==> config.mk <==
export PLATFORM = sky130hd
export DESIGN_NAME = fetch_unit_flat
export DESIGN_NICKNAME = d
export VERILOG_FILES = /design/src/rtl/cpu_types_pkg.sv /design/src/rtl/fetch_unit_if.sv /design/src/rtl/fd_latch.sv /design/src/rtl/fetch_unit.sv /design/src/flat_wrapper.sv
export SDC_FILE = /design/constraint.sdc
export NUM_CORES = 1
export LEC_CHECK = 0
export CAP_MARGIN = 0
export CORE_AREA = 2 2 109 111
export DETAILED_ROUTE_END_ITERATION = 6
export DIE_AREA = 0 0 111 113
export DONT_BUFFER_PORTS = 1
export GPL_TIMING_DRIVEN = 1
export PLACE_DENSITY = 0.79
export SYNTH_ARGS = -nofsm -noshare
export SYNTH_HDL_FRONTEND = slang
export SYNTH_HIERARCHICAL = 1
export SYNTH_SLANG_ARGS = --single-unit
==> constraint.sdc <==
create_clock -name CLK -period 3.4 [get_ports CLK]
set_input_delay 1.02 -clock CLK [delete_from_list [all_inputs] [get_ports CLK]]
set_output_delay 1.02 -clock CLK [all_outputs]
set_load 0.02 [all_outputs]
==> src/rtl/cpu_types_pkg.sv <==
// Shared pipeline types for the fetch stage.
// Word type, fetch FSM states and the F/D bundle.
package cpu_types_pkg;

   typedef logic [31:0] word_t;

   typedef enum logic [1:0] {
      RUN,
      REDIRECT_PEND,
      HALTED
   } fetch_state_t;

   typedef struct packed {
      word_t instr;
      word_t npc;
      logic  valid;
   } fd_latch_t;

   localparam word_t NOP_INSTR = 32'h0;

endpackage

==> src/rtl/fetch_unit_if.sv <==
// Instruction-cache request/response bus.
// master = fetch stage, slave = icache.
interface fetch_unit_if;
   import cpu_types_pkg::*;

   logic  ihit;
   word_t imemload;
   logic  imemREN;
   word_t imemaddr;

   modport master (
      input  ihit,
      input  imemload,
      output imemREN,
      output imemaddr
   );

   modport slave (
      output ihit,
      output imemload,
      input  imemREN,
      input  imemaddr
   );

endinterface

==> src/rtl/fd_latch.sv <==
// Pipeline stage latch with enable, bubble insert and hold.
// Bubble wins over enable; neither asserted holds contents.
module fd_latch
   import cpu_types_pkg::*;
(
   input  logic      CLK,
   input  logic      nRST,
   input  logic      en,
   input  logic      bubble,
   input  fd_latch_t d,
   output fd_latch_t q
);

   // latch update: reset, bubble, load or hold
   always_ff @(posedge CLK) begin
      if (!nRST) begin
         q <= '{instr: NOP_INSTR, npc: '0, valid: 1'b0};
      end else if (bubble) begin
         q <= '{instr: NOP_INSTR, npc: '0, valid: 1'b0};
      end else if (en) begin
         q <= d;
      end
   end

endmodule

==> src/rtl/fetch_unit.sv <==
// Fetch stage: PC register, icache request, F/D latch fill.
// Handles redirects during outstanding misses and halt freeze.
module fetch_unit
   import cpu_types_pkg::*;
#(
   parameter word_t PC0 = 32'h00000000
)
(
   input  logic    CLK,
   input  logic    nRST,
   fetch_unit_if.master imem,
   input  logic    pcEN,
   input  logic    fdEN,
   input  logic    redirect,
   input  word_t   redirect_pc,
   input  logic    halt,
   output word_t   fd_instr,
   output word_t   fd_npc,
   output logic    fd_valid
);

   fetch_state_t state;
   word_t        pc;
   word_t        pend_pc;
   word_t        npc;
   word_t        tgt;
   logic         acc;
   logic         fd_en;
   logic         fd_bub;
   fd_latch_t    fd_d;
   fd_latch_t    fd_q;

   assign npc = pc + 32'd4;
   assign tgt = redirect_pc & ~32'h3;
   assign acc = imem.ihit & pcEN;

   assign imem.imemaddr = pc;
   assign imem.imemREN  = (state != HALTED);

   // PC and redirect/halt sequencing
   always_ff @(posedge CLK) begin
      if (!nRST) begin
         state   <= RUN;
         pc      <= PC0;
         pend_pc <= '0;
      end else begin
         unique case (state)
            RUN: begin
               if (halt) begin
                  state <= HALTED;
               end else if (redirect & imem.ihit) begin
                  pc <= tgt;
               end else if (redirect) begin
                  pend_pc <= tgt;
                  state   <= REDIRECT_PEND;
               end else if (acc) begin
                  pc <= npc;
               end
            end
            REDIRECT_PEND: begin
               if (halt) begin
                  state <= HALTED;
               end else if (imem.ihit) begin
                  pc    <= redirect ? tgt : pend_pc;
                  state <= RUN;
               end else if (redirect) begin
                  pend_pc <= tgt;
               end
            end
            HALTED: begin
               state <= HALTED;
            end
            default: begin
               state <= RUN;
            end
         endcase
      end
   end

   // F/D latch control: load on accepted fetch, bubble otherwise
   always_comb begin
      fd_en  = 1'b0;
      fd_bub = 1'b0;
      fd_d   = '{instr: imem.imemload, npc: npc, valid: 1'b1};
      unique case (1'b1)
         (state == RUN): begin
            if (halt | redirect) begin
               fd_bub = 1'b1;
            end else if (fdEN) begin
               fd_en  = acc;
               fd_bub = ~acc;
            end
         end
         (state == REDIRECT_PEND): begin
            fd_bub = 1'b1;
         end
         default: begin
            fd_en  = 1'b0;
            fd_bub = 1'b0;
         end
      endcase
   end

   fd_latch u_fd (
      .CLK    (CLK),
      .nRST   (nRST),
      .en     (fd_en),
      .bubble (fd_bub),
      .d      (fd_d),
      .q      (fd_q)
   );

   assign fd_instr = fd_q.instr;
   assign fd_npc   = fd_q.npc;
   assign fd_valid = fd_q.valid;

endmodule

==> src/flat_wrapper.sv <==
// flat-port wrapper written by rule: the top's interface ports become plain ports
module fetch_unit_flat import cpu_types_pkg::*;
#(
   parameter word_t PC0 = 32'h00000000
)
  (CLK, nRST, pcEN, fdEN, redirect, redirect_pc, halt, fd_instr, fd_npc, fd_valid, imem_ihit, imem_imemload, imem_imemREN, imem_imemaddr);
  fetch_unit_if imem_i ();
  input  logic CLK;
  input  logic nRST;
  input  logic pcEN;
  input  logic fdEN;
  input  logic redirect;
  input  word_t redirect_pc;
  input  logic halt;
  output word_t fd_instr;
  output word_t fd_npc;
  output logic fd_valid;
  input wire logic [$bits(imem_i.ihit)-1:0] imem_ihit;
  input wire logic [$bits(imem_i.imemload)-1:0] imem_imemload;
  output wire logic [$bits(imem_i.imemREN)-1:0] imem_imemREN;
  output wire logic [$bits(imem_i.imemaddr)-1:0] imem_imemaddr;
  assign imem_i.ihit = imem_ihit;
  assign imem_i.imemload = imem_imemload;
  assign imem_imemREN = imem_i.imemREN;
  assign imem_imemaddr = imem_i.imemaddr;
  fetch_unit #(.PC0(PC0)) u_core (.CLK(CLK), .nRST(nRST), .imem(imem_i), .pcEN(pcEN), .fdEN(fdEN), .redirect(redirect), .redirect_pc(redirect_pc), .halt(halt), .fd_instr(fd_instr), .fd_npc(fd_npc), .fd_valid(fd_valid));
endmodule
# After elaboration in Yosys (flattened, before gate mapping)
# Cells that the tools add are included.
dict set report classes {
  n_addsub 1
  eq_ne 13
  mux 25
  n_bitwise 5
  reduce_logical 6
}
# operator n
set ops {}
lappend ops {{2-to-1 mux 32 bit} 11}
lappend ops {{case mux 32 bit (2 select lines)} 2}
lappend ops {{adder 32 x 3 -> 32 bit, second input constant} 1}
lappend ops {{inequality test 2 bit, second input constant} 6}
lappend ops {{2-to-1 mux 2 bit} 5}
lappend ops {{inequality test 3 bit, second input constant} 3}
lappend ops {{case mux 2 bit (3 select lines)} 1}
lappend ops {{AND reduction 6 bit} 1}
lappend ops {{2-to-1 mux 1 bit} 5}
lappend ops {{AND reduction 5 bit} 1}
lappend ops {{inequality test 3 x 1 -> 1 bit, second input constant} 1}
lappend ops {{inequality test 3 x 2 -> 1 bit, second input constant} 1}
lappend ops {{AND reduction 3 bit} 1}
lappend ops {{AND 1 bit} 2}
lappend ops {{equality test 2 x 1 -> 1 bit, second input constant} 1}
lappend ops {{equality test 2 bit, second input constant} 1}
lappend ops {{zero test 2 bit} 1}
lappend ops {{inverter 1 bit} 2}
lappend ops {{case mux 1 bit (2 select lines)} 1}
lappend ops {{nonzero test 2 bit} 1}
lappend ops {{OR reduction 2 bit} 1}
lappend ops {{bitwise OR 1 bit} 1}
dict set report word_totals {
  ff_bits 131
  output_inout_bits 98
}

# Depth between registers and ports, before layout
# Gate-level depths: netlist (run 1).
dict set report logic_depth {
  ltp_word 6
  ltp_mapped 9
  mapped_depth_nobuf 7
}

# By module
# The synthesis (run 1) kept the hierarchy.
# module n_inst cells_each area_per_inst_um2 seq_area_each_um2
set by_module_without_submodules {}
lappend by_module_without_submodules {fetch_unit 1 485 3807.4 1321.3}
lappend by_module_without_submodules {fd_latch 1 210 2354.8 1301.2}

# Least setup slack after synthesis (run 1)
# OpenSTA, ideal clock, no wires.
dict set report synth_timing {
  path_type {input to register}
  from {in halt}
  to {reg u_core.pc[10], in the netlist u_core/imem.imemaddr[10]}
  setup_ps 128
  arrival_ps 2449
  required_ps 3272
  path_slack_ps 823
  path_stages 7
  n_path_buf 3
  cell_sequence {or3b_1 > or2_1 > buf_2 > buf_2 > clkbuf_1 > a221oi_1 > a21oi_1}
}
dict set report synth_via {
  elab_chain_len 2
  word_cells_on_any_way 3
  cone_classes {2 x eq/ne; 1 x reduce/logical}
}
# item line_no
set synth_rtl {}
lappend synth_rtl {{from (decl)} flat_wrapper.sv:14} ;# input logic halt;
lappend synth_rtl {{inequality test 2 bit (no line)} n/a}
lappend synth_rtl {{AND reduction 6 bit (no line) (*)} n/a}
lappend synth_rtl {{to (signal assigned)} fetch_unit.sv:52} ;# pc <= tgt;
lappend synth_rtl {{to (signal assigned)} fetch_unit.sv:57} ;# pc <= npc;
lappend synth_rtl {{to (signal assigned)} fetch_unit.sv:64} ;# pc <= redirect ? tgt : pend_pc;
lappend synth_rtl {{to (decl)} fetch_unit.sv:23} ;# word_t pc;
# Every way passes the cells marked *; elsewhere a longest branch is shown, timed or not.
# A chain may end at the register's enable or synchronous reset.

# Final worst setup path (run 1)
dict set report layout_timing {
  from {in halt}
  to {reg u_core.pc[8], in the netlist u_core/imem.imemaddr[8]}
}
# The elaborated chain is that of the path after synthesis.

==> results.toml, run 1 <==
[drt]
dr.pass1.iters = 5
postRouteAntennaNets = 0
vias = 5175
drc = 0
drt_first_iter_violations = 502
drt-total-wl_um = 16600
drt-wirelength-per-cell_um = 19.9
viasPerCell = 6.21

[clock_network]
insertion_delay_ns = 0.41
cts_setup_buffers = 0
clockRootBuffer = "clkbuf_16"
cts.htree.levels = 4
numCtsBuffers = 17
cts_sinks = 131
path_clk_slew_ns = 0.05
cts_tree = "built"
cts_buffer_depth = 2
cts_resized = 0
cts_hold_buf = 0

[placement]
dp_hpwl_um = 11800
gp_congestion = 0.883
placed_area_um2 = 6180
pre_cts_ws_ns = 0.412
port_buffers = 0

[sta]
hold_viol = 0
setup_viol = 0
fin_setup_tns_ns = 0
fin_worst_skew_ns = 0.00554
rsz0062_at_grt = "false"
period_minus_slack_ns = 2.61
fmax_ghz = 0.384
fin_crit_sh = 0.767
fin_ws_ns = 0.793
worst_pin_slew_ns = 0.913
slew_viol_final = 0
relSlewSlack = 0.391

[logic_synthesis]
syn_inst = 695
synthArstFlopShare = 0
ys_seq_area_frac = 0.426
yosys_warnings = 6
synth_area_um2 = 6160
avgSynthCellArea_um2 = 8.87
yosys.area.top_type = "dfxtp_1"
ys_types = 65
synth_edf_count = 0
syn_nets = 767
synth_area_leaders = "dfxtp_1 (43%), mux2i_1 (11%), nand2_1 (5.7%)"
synth_top_area_frac = 0.426
ys_seq_elements = 131
ys.flop_type = "dfxtp_1"

[die]
row_count = 39
die_h_um = 113
ios = 169
dieArea_um2 = 12500
die_w_um = 111
start_util = 0.547
core_area_um2 = 11300

[layout]
mostFrequentLayoutCells = "dfxtp_1 (131), nand2_1 (94), nor2_1 (82), mux2i_1 (67), a21boi_0 (34)"
layout_commonest_cell = "dfxtp_1"
drive_above_1_share = 0.0884
n_fill_cell = 966
diodes = 0
fin_area_um2 = 6810
nets = 749
syn2layout_area_growth_pct = 10.4

[power]
power_density_nw_per_um2 = 555
power.total_mw = 3.78
leakage_nw = 2.32
vdd_drop_max_v = 0.000344

[setup_path]
critPathLaunchType = "input port"
end_kind = "flip-flop"
worstPathArrival_ns = 2.91
required_ns = 3.70
path_class = "input port to flip-flop"
cp_max_fo = 13

[global_route]
grt_pass1_vias = 4816
grt-ovfl-total = 0
grt_first_pass_wirelength_um = 26200
grt_max_degree = 73
grtUsageTotal = 0.261
antenna_found_initial = 0

[outcome]
outcome = "completed"

[hold_path]
hold_class = "flip-flop to flip-flop"

[flow_run]
max-cap-violations = 0
==> stage by stage <==
step                utilization  instances  hold WS [ns]
detailed placement        0.548        801         0.456
floorplan                     -        695         0.441
global route              0.604        833         0.479
finish                    0.604        833         0.461
CTS                       0.604        833         0.465
global placement          0.548        801         0.449
==> per-layer routing <==
metal,vias to the layer above,GRT usage,share of wire
met5,-,0,0
met4,0,0.0975,0.021
met3,34,0.109,0.12
met2,288,0.409,0.45
met1,2415,0.325,0.41
li1,2438,-,-
==> Yosys cell counts, types with 3 or more instances <==
cell and number:
a21boi_0 34, a21oi_1 22, a221oi_1 15, a22oi_1 3, a31oi_1 4, a41o_1 3
and2_1 4, and3_1 8, and4_1 5, buf_12 5, buf_2 12, buf_4 3
clkbuf_1 31, dfxtp_1 131, inv_1 3, mux2_2 3, mux2i_1 67, nand2_1 94
nand2b_1 5, nand3_1 26, nand4_1 8, nor2_1 83, nor3_1 7, o211a_1 5
o211ai_1 3, o21a_1 4, o21ai_0 31, o221a_2 3, o22ai_1 5, xnor2_1 18
xor2_1 9
==> critical path, cell delays in order <==
cell and delay, ns:
or3b_1 0.46, or2_1 0.47, buf_4 0.28, a221oi_1 0.33, a21oi_1 0.13, o211a_1 0.21
==> registers in the layout (all words and copies together), names as in the netlist <==
name	cells
u_core/state	2
u_core/u_fd/q	65
u_core/pend_pc	32
u_core/imem.imemaddr	32
==> final cells by class <==
| cell class | instances | area (um2) | share of cell area |
|---|---|---|---|
| well taps | 143 | 179 | 0.0263 |
| multi-input cells | 507 | 3210 | 0.472 |
| clock buffers | 20 | 447 | 0.0656 |
| clock inverters | 12 | 180 | 0.0265 |
| flip-flops and latches | 131 | 2620 | 0.385 |
| repair buffers | 17 | 153 | 0.0224 |
| inverters | 3 | 11.3 | 0.00165 |
==> kinds of logic (layout without fill, tap and decap cells) <==
family	count (synthesis)	in the layout	share of synthesized area
compound gates	150	150	0.173
xor+xnor	27	27	0.0384
other cells	1	1	0.000609
buf+inv	57	52	0.0546
fa+ha+maj	1	1	0.00203
mux	70	70	0.114
flops	131	131	0.426
simple gates	258	258	0.192
==> final timing paths <==
check / start / endpoint / slack (ns) / cells past startpoint
max: halt / u_core/imem.imemaddr[8] / 0.79 / 6
min: u_core/pend_pc[28] / u_core/pend_pc[28] / 0.46 / 2
max reg2reg: u_core/imem.imemaddr[3] / u_core/imem.imemaddr[30] / 0.80 / 7
min reg2reg: u_core/pend_pc[28] / u_core/pend_pc[28] / 0.46 / 2
==> power breakdown <==
| group | internal [mW] | switching (mW) | total, mW |
|---|---|---|---|
| Clock | 1.25 | 0.666 | 1.91 |
| Combinational | 0.0874 | 0.135 | 0.222 |
| Sequential | 1.57 | 0.0736 | 1.64 |
Note: power is estimated with default switching activity, not from simulation.
==> inputs of run 2 (changes only) <==
==> constraint.sdc (replaced) <==
create_clock -name CLK -period 2.5 [get_ports CLK]
set_input_delay 0.75 -clock CLK [delete_from_list [all_inputs] [get_ports CLK]]
set_output_delay 0.75 -clock CLK [all_outputs]
set_load 0.02 [all_outputs]
==> results.toml, run 2 (synthesis gave the netlist of run 1 again) <==
[clock_network]
cts_buffer_depth = 2
cts_resized = 0
cts_setup_buffers = 0
cts_hold_buf = 0
path_clk_slew_ns = 0.05
numCtsBuffers = 17
cts.htree.levels = 4
cts_sinks = 131
insertion_delay_ns = 0.42
clockRootBuffer = "clkbuf_16"
cts_tree = "built"

[layout]
stdcell_count = 871
diodes = 0
largest_reg_flops = 65
nets = 787
layout_commonest_cell = "dfxtp_1"
syn2layout_area_growth_pct = 15.2
drive_above_1_share = 0.136
mostFrequentLayoutCells = "dfxtp_1 (131), nand2_1 (94), nor2_1 (82), mux2i_1 (67), buf_4 (53)"
largest_register = "u_core/u_fd/q"

[setup_path]
cp_max_fo = 5
crit_chain = "ha_1, and3_1, nand4_2, or4_4, or4_1, o211ai_1"
path_delay_family = "simple AND/OR/NAND/NOR gates"
critPathSlowestCell = "or4_4"
required_ns = 2.84
cp.buffers_inverters = 0
path_class = "flip-flop to flip-flop"
worstPathArrival_ns = 2.58
critPathLaunchType = "flip-flop"
crit_path_max_incr_delay_ns = 0.54
end_kind = "flip-flop"

[die]
row_count = 39
core_area_um2 = 11300
start_util = 0.547
die_h_um = 113
ios = 169
dieArea_um2 = 12500
die_w_um = 111

[sta]
fin_setup_tns_ns = 0
hold_viol = 0
relSlewSlack = 0.566
fin_ws_ns = 0.257
setup_viol = 0
rsz0062_at_grt = "false"
fin_worst_skew_ns = 0.00574
worst_pin_slew_ns = 0.651
period_minus_slack_ns = 2.24
fin_crit_sh = 0.897
fmax_ghz = 0.446
slew_viol_final = 0

[placement]
dp_hpwl_um = 12200
port_buffers = 0
gp_congestion = 0.899
pre_cts_ws_ns = 0.0541
place_inst = 839

[drt]
drt-total-wl_um = 16700
drc = 0
vias = 5262
drt_first_iter_violations = 449
postRouteAntennaNets = 0
drt-wirelength-per-cell_um = 19.2
viasPerCell = 6.04
dr.pass1.iters = 5

[power]
leakage_nw = 2.55
power_density_nw_per_um2 = 730
vdd_drop_max_v = 0.000453

[global_route]
antenna_found_initial = 0
grt-ovfl-total = 0
grt_max_degree = 73
grt_pass1_vias = 5046
grt_first_pass_wirelength_um = 26400
grtUsageTotal = 0.265

[hold_path]
hold_class = "flip-flop to flip-flop"

[outcome]
outcome = "completed"

[flow_run]
max-cap-violations = 0
[run 2: per-layer routing]
layer,GRT usage,vias up,share of wire
li1,-,2514,-
met1,0.326,2432,0.41
met2,0.427,285,0.46
met3,0.100,31,0.11
met4,0.0992,0,0.020
met5,0,-,0
[run 2: final timing paths]
| check | start | to | slack (ns) | cells after the start |
|---|---|---|---|---|
| max | u_core/imem.imemaddr[3] | u_core/imem.imemaddr[30] | 0.26 | 6 |
| min | u_core/pend_pc[14] | u_core/pend_pc[14] | 0.46 | 2 |
| max reg2reg | u_core/imem.imemaddr[3] | u_core/imem.imemaddr[30] | 0.26 | 6 |
| min reg2reg | u_core/pend_pc[14] | u_core/pend_pc[14] | 0.46 | 2 |
[run 2: metrics by stage]
stage	power [mW]	hold WS, ns	area (um2)	util
floorplan	2.50	0.441	6160	-
detailed placement	2.62	0.457	6460	0.573
global placement	2.60	0.449	6460	0.573
finish	5.18	0.461	7100	0.630
global route	5.35	0.443	7100	0.630
CTS	5.22	0.447	7100	0.630
[run 2: power breakdown]
part | internal, mW | switching, mW | total (mW)
Combinational | 0.153 | 0.242 | 0.395
Clock | 1.73 | 0.872 | 2.60
Sequential | 2.14 | 0.0470 | 2.18
[run 2: tightest hold or removal path, stage by stage, from the launching register on]
cell and delay (ns):
dfxtp_1 0.30, nand2_1 0.04, a21boi_0 0.06
[run 2: layout make-up]
type                    instances  area, um2
multi-input cells             507       3210
flip-flops and latches        131       2620
clock buffers                  25        515
well taps                     143        179
inverters                       3       11.3
repair buffers                 55        438
fillers                       971       4180
clock inverters                 7        118
